### src/rtl/rpn_pkg.sv
// Shared types for the RPN evaluator: opcodes, error codes and FSM states.
// Macro RPN_MUL_EN enables opcode 6 (MUL).
package rpn_pkg;

  typedef enum logic [2:0] {
    OP_ADD  = 3'd0,
    OP_SUB  = 3'd1,
    OP_AND  = 3'd2,
    OP_OR   = 3'd3,
    OP_XOR  = 3'd4,
    OP_EMIT = 3'd5,
    OP_MUL  = 3'd6
  } opcode_e;

  localparam logic [1:0] ERR_OVERFLOW  = 2'd0;
  localparam logic [1:0] ERR_UNDERFLOW = 2'd1;
  localparam logic [1:0] ERR_ILLEGAL   = 2'd2;

  typedef enum logic [2:0] {
    IDLE,
    PUSH,
    POP_B,
    POP_A,
    CALC,
    PUSH_RES,
    EMIT_CAP,
    ERR
  } state_e;

  // Low three opcode bits recognised by this build.
  function automatic logic op_legal(input logic [2:0] code);
`ifdef RPN_MUL_EN
    return code <= 3'd6;
`else
    return code <= 3'd5;
`endif
  endfunction

endpackage

### src/rtl/rpn_alu.sv
// Combinational ALU for the RPN evaluator; result is A op B mod 2^DATA_W.
// MUL path present only when RPN_MUL_EN is defined.
module rpn_alu
  import rpn_pkg::*;
#(
  parameter int DATA_W = 4
) (
  input  logic [DATA_W-1:0] a_i,
  input  logic [DATA_W-1:0] b_i,
  input  opcode_e           op_i,
  output logic [DATA_W-1:0] y_o
);

  // Select the operation; carries and borrows fall off the top.
  always_comb begin
    y_o = '0;
    case (op_i)
      OP_ADD:  y_o = a_i + b_i;
      OP_SUB:  y_o = a_i - b_i;
      OP_AND:  y_o = a_i & b_i;
      OP_OR:   y_o = a_i | b_i;
      OP_XOR:  y_o = a_i ^ b_i;
`ifdef RPN_MUL_EN
      OP_MUL:  y_o = a_i * b_i;
`endif
      default: y_o = '0;
    endcase
  end

endmodule

### src/rtl/rpn_eval.sv
// Reverse-Polish evaluator; sole master of a LIFO stack whose data_out is
// valid the cycle after a pop. Macro RPN_MUL_EN enables opcode 6 (MUL).
module rpn_eval
  import rpn_pkg::*;
#(
  parameter int DATA_W      = 4,
  parameter int STACK_DEPTH = 8
) (
  input  logic              clk,
  input  logic              rst,
  input  logic              tok_valid,
  output logic              tok_ready,
  input  logic              tok_is_op,
  input  logic [DATA_W-1:0] tok_data,
  output logic              res_valid,
  output logic [DATA_W-1:0] res_data,
  output logic              err_valid,
  output logic [1:0]        err_code,
  output logic              stk_push,
  output logic              stk_pop,
  output logic [DATA_W-1:0] stk_din,
  input  logic [DATA_W-1:0] stk_dout,
  input  logic              stk_full,
  input  logic              stk_empty
);

  localparam int CNT_W = $clog2(STACK_DEPTH + 1);

  state_e            state_q, state_d;
  logic [CNT_W-1:0]  cnt_q, cnt_d;
  logic [1:0]        err_code_q, err_code_d;
  logic [DATA_W-1:0] data_q, b_q, alu_q, res_data_q, alu_y;
  opcode_e           op_q;
  logic              res_valid_q;
  logic              legal;

  assign legal = ((tok_data >> 3) == '0) && op_legal(tok_data[2:0]);

  rpn_alu #(.DATA_W(DATA_W)) u_alu (
    .a_i  (stk_dout),
    .b_i  (b_q),
    .op_i (op_q),
    .y_o  (alu_y)
  );

  // Next-state, occupancy and error-code decisions.
  always_comb begin
    state_d    = state_q;
    cnt_d      = cnt_q;
    err_code_d = err_code_q;
    case (state_q)
      IDLE: begin
        if (tok_valid) begin
          if (!tok_is_op) begin
            if (cnt_q == CNT_W'(STACK_DEPTH) || stk_full) begin
              state_d = ERR; err_code_d = ERR_OVERFLOW;
            end else begin
              state_d = PUSH;
            end
          end else if (!legal) begin
            state_d = ERR; err_code_d = ERR_ILLEGAL;
          end else if (tok_data[2:0] == OP_EMIT) begin
            if (cnt_q == '0) begin
              state_d = ERR; err_code_d = ERR_UNDERFLOW;
            end else begin
              state_d = POP_B;
            end
          end else if (cnt_q < CNT_W'(2)) begin
            state_d = ERR; err_code_d = ERR_UNDERFLOW;
          end else begin
            state_d = POP_B;
          end
        end
      end
      PUSH: begin
        cnt_d   = cnt_q + CNT_W'(1);
        state_d = IDLE;
      end
      POP_B: begin
        if (stk_empty) begin
          state_d = ERR; err_code_d = ERR_UNDERFLOW; cnt_d = '0;
        end else begin
          state_d = (op_q == OP_EMIT) ? EMIT_CAP : POP_A;
        end
      end
      POP_A: begin
        if (stk_empty) begin
          state_d = ERR; err_code_d = ERR_UNDERFLOW; cnt_d = '0;
        end else begin
          state_d = CALC;
        end
      end
      CALC:     state_d = PUSH_RES;
      PUSH_RES: begin
        cnt_d   = cnt_q - CNT_W'(1);
        state_d = IDLE;
      end
      EMIT_CAP: begin
        cnt_d   = cnt_q - CNT_W'(1);
        state_d = IDLE;
      end
      ERR:      state_d = IDLE;
      default:  state_d = IDLE;
    endcase
  end

  // State, occupancy and datapath registers.
  always_ff @(posedge clk) begin
    if (rst) begin
      state_q     <= IDLE;
      cnt_q       <= '0;
      err_code_q  <= '0;
      data_q      <= '0;
      op_q        <= OP_ADD;
      b_q         <= '0;
      alu_q       <= '0;
      res_data_q  <= '0;
      res_valid_q <= 1'b0;
    end else begin
      state_q     <= state_d;
      cnt_q       <= cnt_d;
      err_code_q  <= err_code_d;
      res_valid_q <= (state_q == EMIT_CAP);
      if (state_q == IDLE && tok_valid) begin
        data_q <= tok_data;
        op_q   <= opcode_e'(tok_data[2:0]);
      end
      if (state_q == POP_A)    b_q        <= stk_dout;
      if (state_q == CALC)     alu_q      <= alu_y;
      if (state_q == EMIT_CAP) res_data_q <= stk_dout;
    end
  end

  // Outputs are forced low while rst is high, even before the reset edge.
  always_comb begin
    tok_ready = !rst && (state_q == IDLE);
    stk_push  = !rst && (state_q == PUSH || state_q == PUSH_RES);
    stk_pop   = !rst && (state_q == POP_B || state_q == POP_A) && !stk_empty;
    stk_din   = '0;
    if (!rst && state_q == PUSH)     stk_din = data_q;
    if (!rst && state_q == PUSH_RES) stk_din = alu_q;
    err_valid = !rst && (state_q == ERR);
    err_code  = rst ? 2'd0 : err_code_q;
    res_valid = !rst && res_valid_q;
    res_data  = rst ? '0 : res_data_q;
  end

endmodule

### config.mk
export PLATFORM = sky130hd
export DESIGN_NAME = rpn_eval
export DESIGN_NICKNAME = d
export VERILOG_FILES = /design/src/rtl/rpn_pkg.sv /design/src/rtl/rpn_alu.sv /design/src/rtl/rpn_eval.sv
export SDC_FILE = /design/constraint.sdc
export NUM_CORES = 1
export LEC_CHECK = 0
export ABC_CLOCK_PERIOD_IN_PS = 5600
export CORE_UTILIZATION = 45
export DETAILED_ROUTE_END_ITERATION = 10
export GPL_TIMING_DRIVEN = 0
export PLACE_DENSITY = 0.69
export SLEW_MARGIN = 20
export SYNTH_ARGS = -nofsm -noshare
export SYNTH_HDL_FRONTEND = slang
export SYNTH_HIERARCHICAL = 1
export SYNTH_SLANG_ARGS = --single-unit
### constraint.sdc
create_clock -name clk -period 5.6 [get_ports clk]
set_input_delay 1.12 -clock clk [delete_from_list [all_inputs] [get_ports clk]]
set_output_delay 1.12 -clock clk [all_outputs]
set_load 0.03 [all_outputs]
* Word-level counts from Yosys, hierarchy flattened
Index checks and enable logic that the tools add are counted.
Word-level totals: flip-flop bits (word level) 29, bits of input ports 14, output and inout port bits 15, logic and storage cells 90
Cells by class: add/subtract/negate cells 4, magnitude comparators 2, equal/unequal tests 19, muxes and demuxes 27, bitwise operators 3, reductions and logical operators 26
Operator list (count):
- $mux 3 | 9
- $eq 3x3->1 const B | 7
- $mux 2 | 10
- $pmux 4 s5 | 1
- $mux 4 | 4
- $pmux 3 s5 | 1
- $eq 3x2->1 const B | 4
- $pmux 4 s3 | 1
- $logic_and 1x1->1 | 10
- $ne 5x5->1 const B | 2
- $logic_not 4->1 | 2
- $eq 3x1->1 const B | 2
- $logic_not 3->1 | 2
- $reduce_and 6->1 | 1
- $add 4x1->4 const B | 1
- $add 4x4->4 | 1
- $and 4x4->4 | 1
- $eq 4x4->1 const B | 1
- $lt 4x2->1 const B | 1
- $or 4x4->4 | 1
- $pmux 2 s2 | 1
- $reduce_or 2->1 | 2
- $reduce_or 4->1 | 1
- $sub 4x1->4 const B | 1
- 11 further kinds | 14

* Depth between registers and ports, before layout
depth after elaboration 7, depth in mapped cells 13, depth with buffers taken out 12

* By module
Netlist, hierarchy kept.
By module, submodules not included:
- rpn_eval | times used 1, cells an instance 155, area an instance 1336.3 um^2, seq. area each 520.5 um^2
- rpn_alu | times used 1, cells an instance 60, area an instance 431.7 um^2, seq. area each 0.0 um^2

* Worst setup path after synthesis
No wires, ideal clock.
path type input to output, from in rst, to out stk_pop, arrival time 2250 ps, data required time 4480 ps, setup slack 2230 ps, cell stages on the path 3, path buffers 2, path through clkbuf_1 clkbuf_1 nor3b_1
On the way: word-level cells in the longest chain between the ends 3
Ends and longest elaborated chain:
- start, declared | RTL line rpn_eval.sv:10 | input logic rst,
- $logic_not 1->1 | RTL line rpn_eval.sv:138 | stk_pop = !rst && (state_q == POP_B || state_q == POP_A) && !stk_empty;
- $logic_and 1x1->1 (2 in series) | RTL line rpn_eval.sv:138
- end, declared | RTL line rpn_eval.sv:20 | output logic stk_pop,
No other way between the ends.

* Final worst setup path
from in rst, to out tok_ready
On the way: word-level cells in the longest chain between the ends 2
Ends and longest elaborated chain:
- $logic_not 1->1 | RTL line rpn_eval.sv:136 | tok_ready = !rst && (state_q == IDLE);
- $logic_and 1x1->1 | RTL line rpn_eval.sv:136
- end, declared | RTL line rpn_eval.sv:12 | output logic tok_ready,
No other way between the ends.

==> metrics.md <==
| Metric | Value |
|---|---|
| Post-synth cell types | `48` |
| Post CTS Setup Buffer Count | `0` |
| Cell family with most CP delay | `buffers and inverters` |
| Pwr Total | `between 700 and 800 µW` |
| Mux contribution to synthesized area | `8.07%` |
| DIE WIDTH | `64.7 µm` |
| Syn Std Cell Area | `between 1500 and 2000 µm²` |
| MaxCap Viol Count | `0` |
| Initial antenna violation count | `0` |
| Die footprint | `between 4000 and 5000 µm²` |
| Slew headroom | `65.1%` |
| Largest family of logic cells by synthesized area | `simple AND/OR/NAND/NOR gates` |
| Clock skew | `around 0.0024 ns` |
| Vias in the first global route | `1500` |
| H-tree depth | `1` |
| Row cnt | `22` |
| Design area | `approximately 2200 µm²` |
| Port Buffers | `28` |
| Sequential-to-total area share from yosys stat | `between 20% and 30%` |
| Post-DP Area | `2110 µm²` |
| Crit path max-delay cell type | `clkdlybuf4s50_1` |
| Main flop type after synthesis | `dfxtp_1` |
| DRC violations left | `0` |
| CP Capture Type | `output port` |
| Initial core utilization | `between 40% and 50%` |
| Initial DRC count | `77` |
| Setup_tns | `0 ns` |
| CTS Hold Bufs | `0` |
| Reg2Reg Setup Slack | `approximately 3.2 ns` |
| Cells along the critical path | `clkdlybuf4s50_1 > clkbuf_1 > clkbuf_1 > buf_1 > nor2_1 > clkdlybuf4s50_1` |
| RSZ-0062 raised after global routing | `no` |
| First-pass GRT wire length | `just under 7000 µm` |
| # setup viols final | `0` |
| Worst-margin pin slew | `roughly 0.52 ns` |
| CTS max path bufs | `2` |
| Post-Synth XOR/XNOR Area | `between 3 and 4%` |
| Startpoint types | `input pin` |
| Final ANT Viol Nets | `0` |
| Dpl cells | `291` |
| DR vias/cell | `~5.3` |
| NumNets Final | `around 280` |
| First-pass DRT Iterations | `4` |
| CP required | `approximately 4.5 ns` |
| Worst-path maximum fanout | `10` |
| Crit path launch | `rst` |
| Synth Area in Adders | `around 12%` |
| Core Box Area | `about 3700 µm²` |
| Min cycle time layout | `~4.7 ns` |
| Synth Instances | `215` |
| Fillers | `~350` |
| Power per Cell Area | `366 nW/µm²` |
| Slew Viols, Final | `0` |
| Height of the die | `roughly 65 µm` |
| Clock Pin Slew Worst Setup and Hold Paths | `~0.090 ns` |
| FF/Latch Area | `between 500 and 600 µm²` |
| Hold Fails Final Rpt | `0` |
| Outcome | `complete, no violations` |
| CTS tree | `yes` |
| Skew-Pair Late Insertion Delay | `between 0.2 and 0.3 ns` |
| Non-Filler Instances | `slightly below 300` |
| Synth Area in Compound Gates | `between 10% and 20%` |
| Worst vdd ir | `0.000223 V` |
| Diode count | `0` |
| Seq cells post-synth | `26` |
| Fmax achieved | `between 0.2 and 0.25 GHz` |
| Syn Area/Cell | `8.22 µm²` |
| Post-CTS sizing | `0` |
| Final RePlAce weighted congestion | `slightly below 0.8` |
| Global route overflow | `0` |
| Share of layout cells above drive strength 1 | `approximately 6.5%` |
| Simple-Gate Fraction of Synth Area | `between 20 and 25%` |
| CTS Buf Count | `3` |
| Largest net degree at the start of global routing | `15` |
| Synthesized Nets | `245` |
| Avg WL per Cell | `around 13 µm` |
| Yosys synthesis warning count | `6` |
| Worst path max stage delay | `0.60 ns` |
| Clock sinks | `26` |
| Crit path arrival time | `between 3 and 4 ns` |
| Wirelength, routed | `approximately 3800 µm` |
| Worst min path class | `reg -> reg` |
| Leakage | `approximately 0.88 nW` |
| Area of the multi-input gates | `between 1000 and 1500 µm²` |
| HPWL Detailed | `2960 µm` |
| Post-synth EDFFs | `0` |
| WP buf/inv | `5` |
| FFs w/ async S/R, synth | `0%` |
| Crit Path Class | `in -> out` |
| Beginning of the worst register-to-register path | `state_q[1]` |
| Global-route usage over all layers | `about a fifth` |
| Worst Hold Launch | `alu_q[2]` |
| Clk root buf | `clkbuf_8` |
| P&R area growth vs syn | `22.4%` |
| Vias | `approximately 1600` |
| Final Core Density | `58.2%` |
| Ports | `29` |
| Crit share post-route | `a little over 80%` |
path summary, 6_finish.rpt:
check	end	cells past startpoint
worst max-delay path	tok_ready	6
worst min-delay path	alu_q[2]	2
worst max register to register	cnt_q[3]	9
worst min register to register	alu_q[2]	2
area by class of cell:
type | instances | share of cell area, %
clock buffer | 4 | 2.54
tap | 48 | 2.78
buffer | 9 | 2.02
timing repair buffer | 28 | 13.0
multi-input combinational | 164 | 52.8
sequential | 26 | 24.1
inverter | 16 | 2.83
per-stage QoR:
step | hold WS (ns) | worst slack, ns
after global placement | 0.474 | 0.882
after detailed placement | 0.483 | 0.881
final | 0.502 | 0.941
after global routing | 0.544 | 0.720
after floorplan | 0.460 | 2.23
after CTS | 0.507 | 0.877
logic make-up after synthesis:
logic type | Yosys count
simple gates | 80
compound gates | 46
flops | 26
buf+inv | 25
fa+ha+maj | 16
mux | 14
xor+xnor | 8
sequential cells by signal, indices dropped and copies added, names as in the netlist:
register / count
res_valid_q: 1
b_q: 4
res_data_q: 4
cnt_q: 4
err_code_q: 2
data_q: 4
alu_q: 4
state_q: 3
power breakdown:
group	total [mW]	switching, mW	leakage, nW	internal [mW]
registers	0.265	0.0402	0.212	0.225
clock network	0.122	0.0592	0.0288	0.0630
logic	0.404	0.226	0.639	0.178
worst register-to-register path, stage by stage, from the launching register on:
cell	delay (ns)
dfxtp_1	0.36
buf_2	0.21
xor2_1	0.24
nand2_1	0.16
inv_1	0.11
ha_1	0.26
and3_1	0.23
a211oi_1	0.21
and4b_1	0.22
a311o_1	0.30
routing by layer:
layer,up-vias,track usage (%),part of all wire (%)
met4,0,7.78,1.4
met2,23,33.3,45
li1,810,-,-
met1,718,28.5,51
met3,5,2.99,2.3
met5,-,0,0
cells in the mapped netlist, types with 3 or more instances:
master	n	share of area, %
inv_1	12	2.5
nand2_1	16	3.4
nor2_1	28	5.9
nand3_1	5	1.4
clkbuf_1	5	1.1
a31oi_1	3	1.1
xnor2_1	5	2.5
mux2i_1	12	6.8
dfxtp_1	26	29
nand2b_1	4	1.4
nor2b_1	10	3.5
o22a_1	4	2.0
a21o_1	3	1.3
ha_1	14	9.9
a21oi_1	15	4.2
o21ai_0	5	1.4
xor2_1	3	1.5
layout by cell type, fill, tap and decap left out, types with 2 or more instances in the layout:
master and instances:
a21oi_1 15, dfxtp_1 26, clkbuf_8 4, buf_2 2
nor4b_1 2, and2_1 2, clkdlybuf4s50_1 28, xnor2_1 5
ha_1 14, mux2i_1 12, o31ai_1 2, nand2b_1 4
fa_1 2, or2_2 2, xor2_1 3, a31oi_1 3
o21ai_1 2, o21ai_0 5, nand3_1 5, or3_1 2
nor2b_1 10, clkbuf_1 5, mux2_1 2, o22ai_1 2
o211ai_1 2, inv_2 2, inv_1 12, nand2_1 16
a21o_1 3, nor3_1 2, nor2_1 28, and4b_1 2
o22a_1 4
Note: power is estimated with default switching activity, not from simulation.
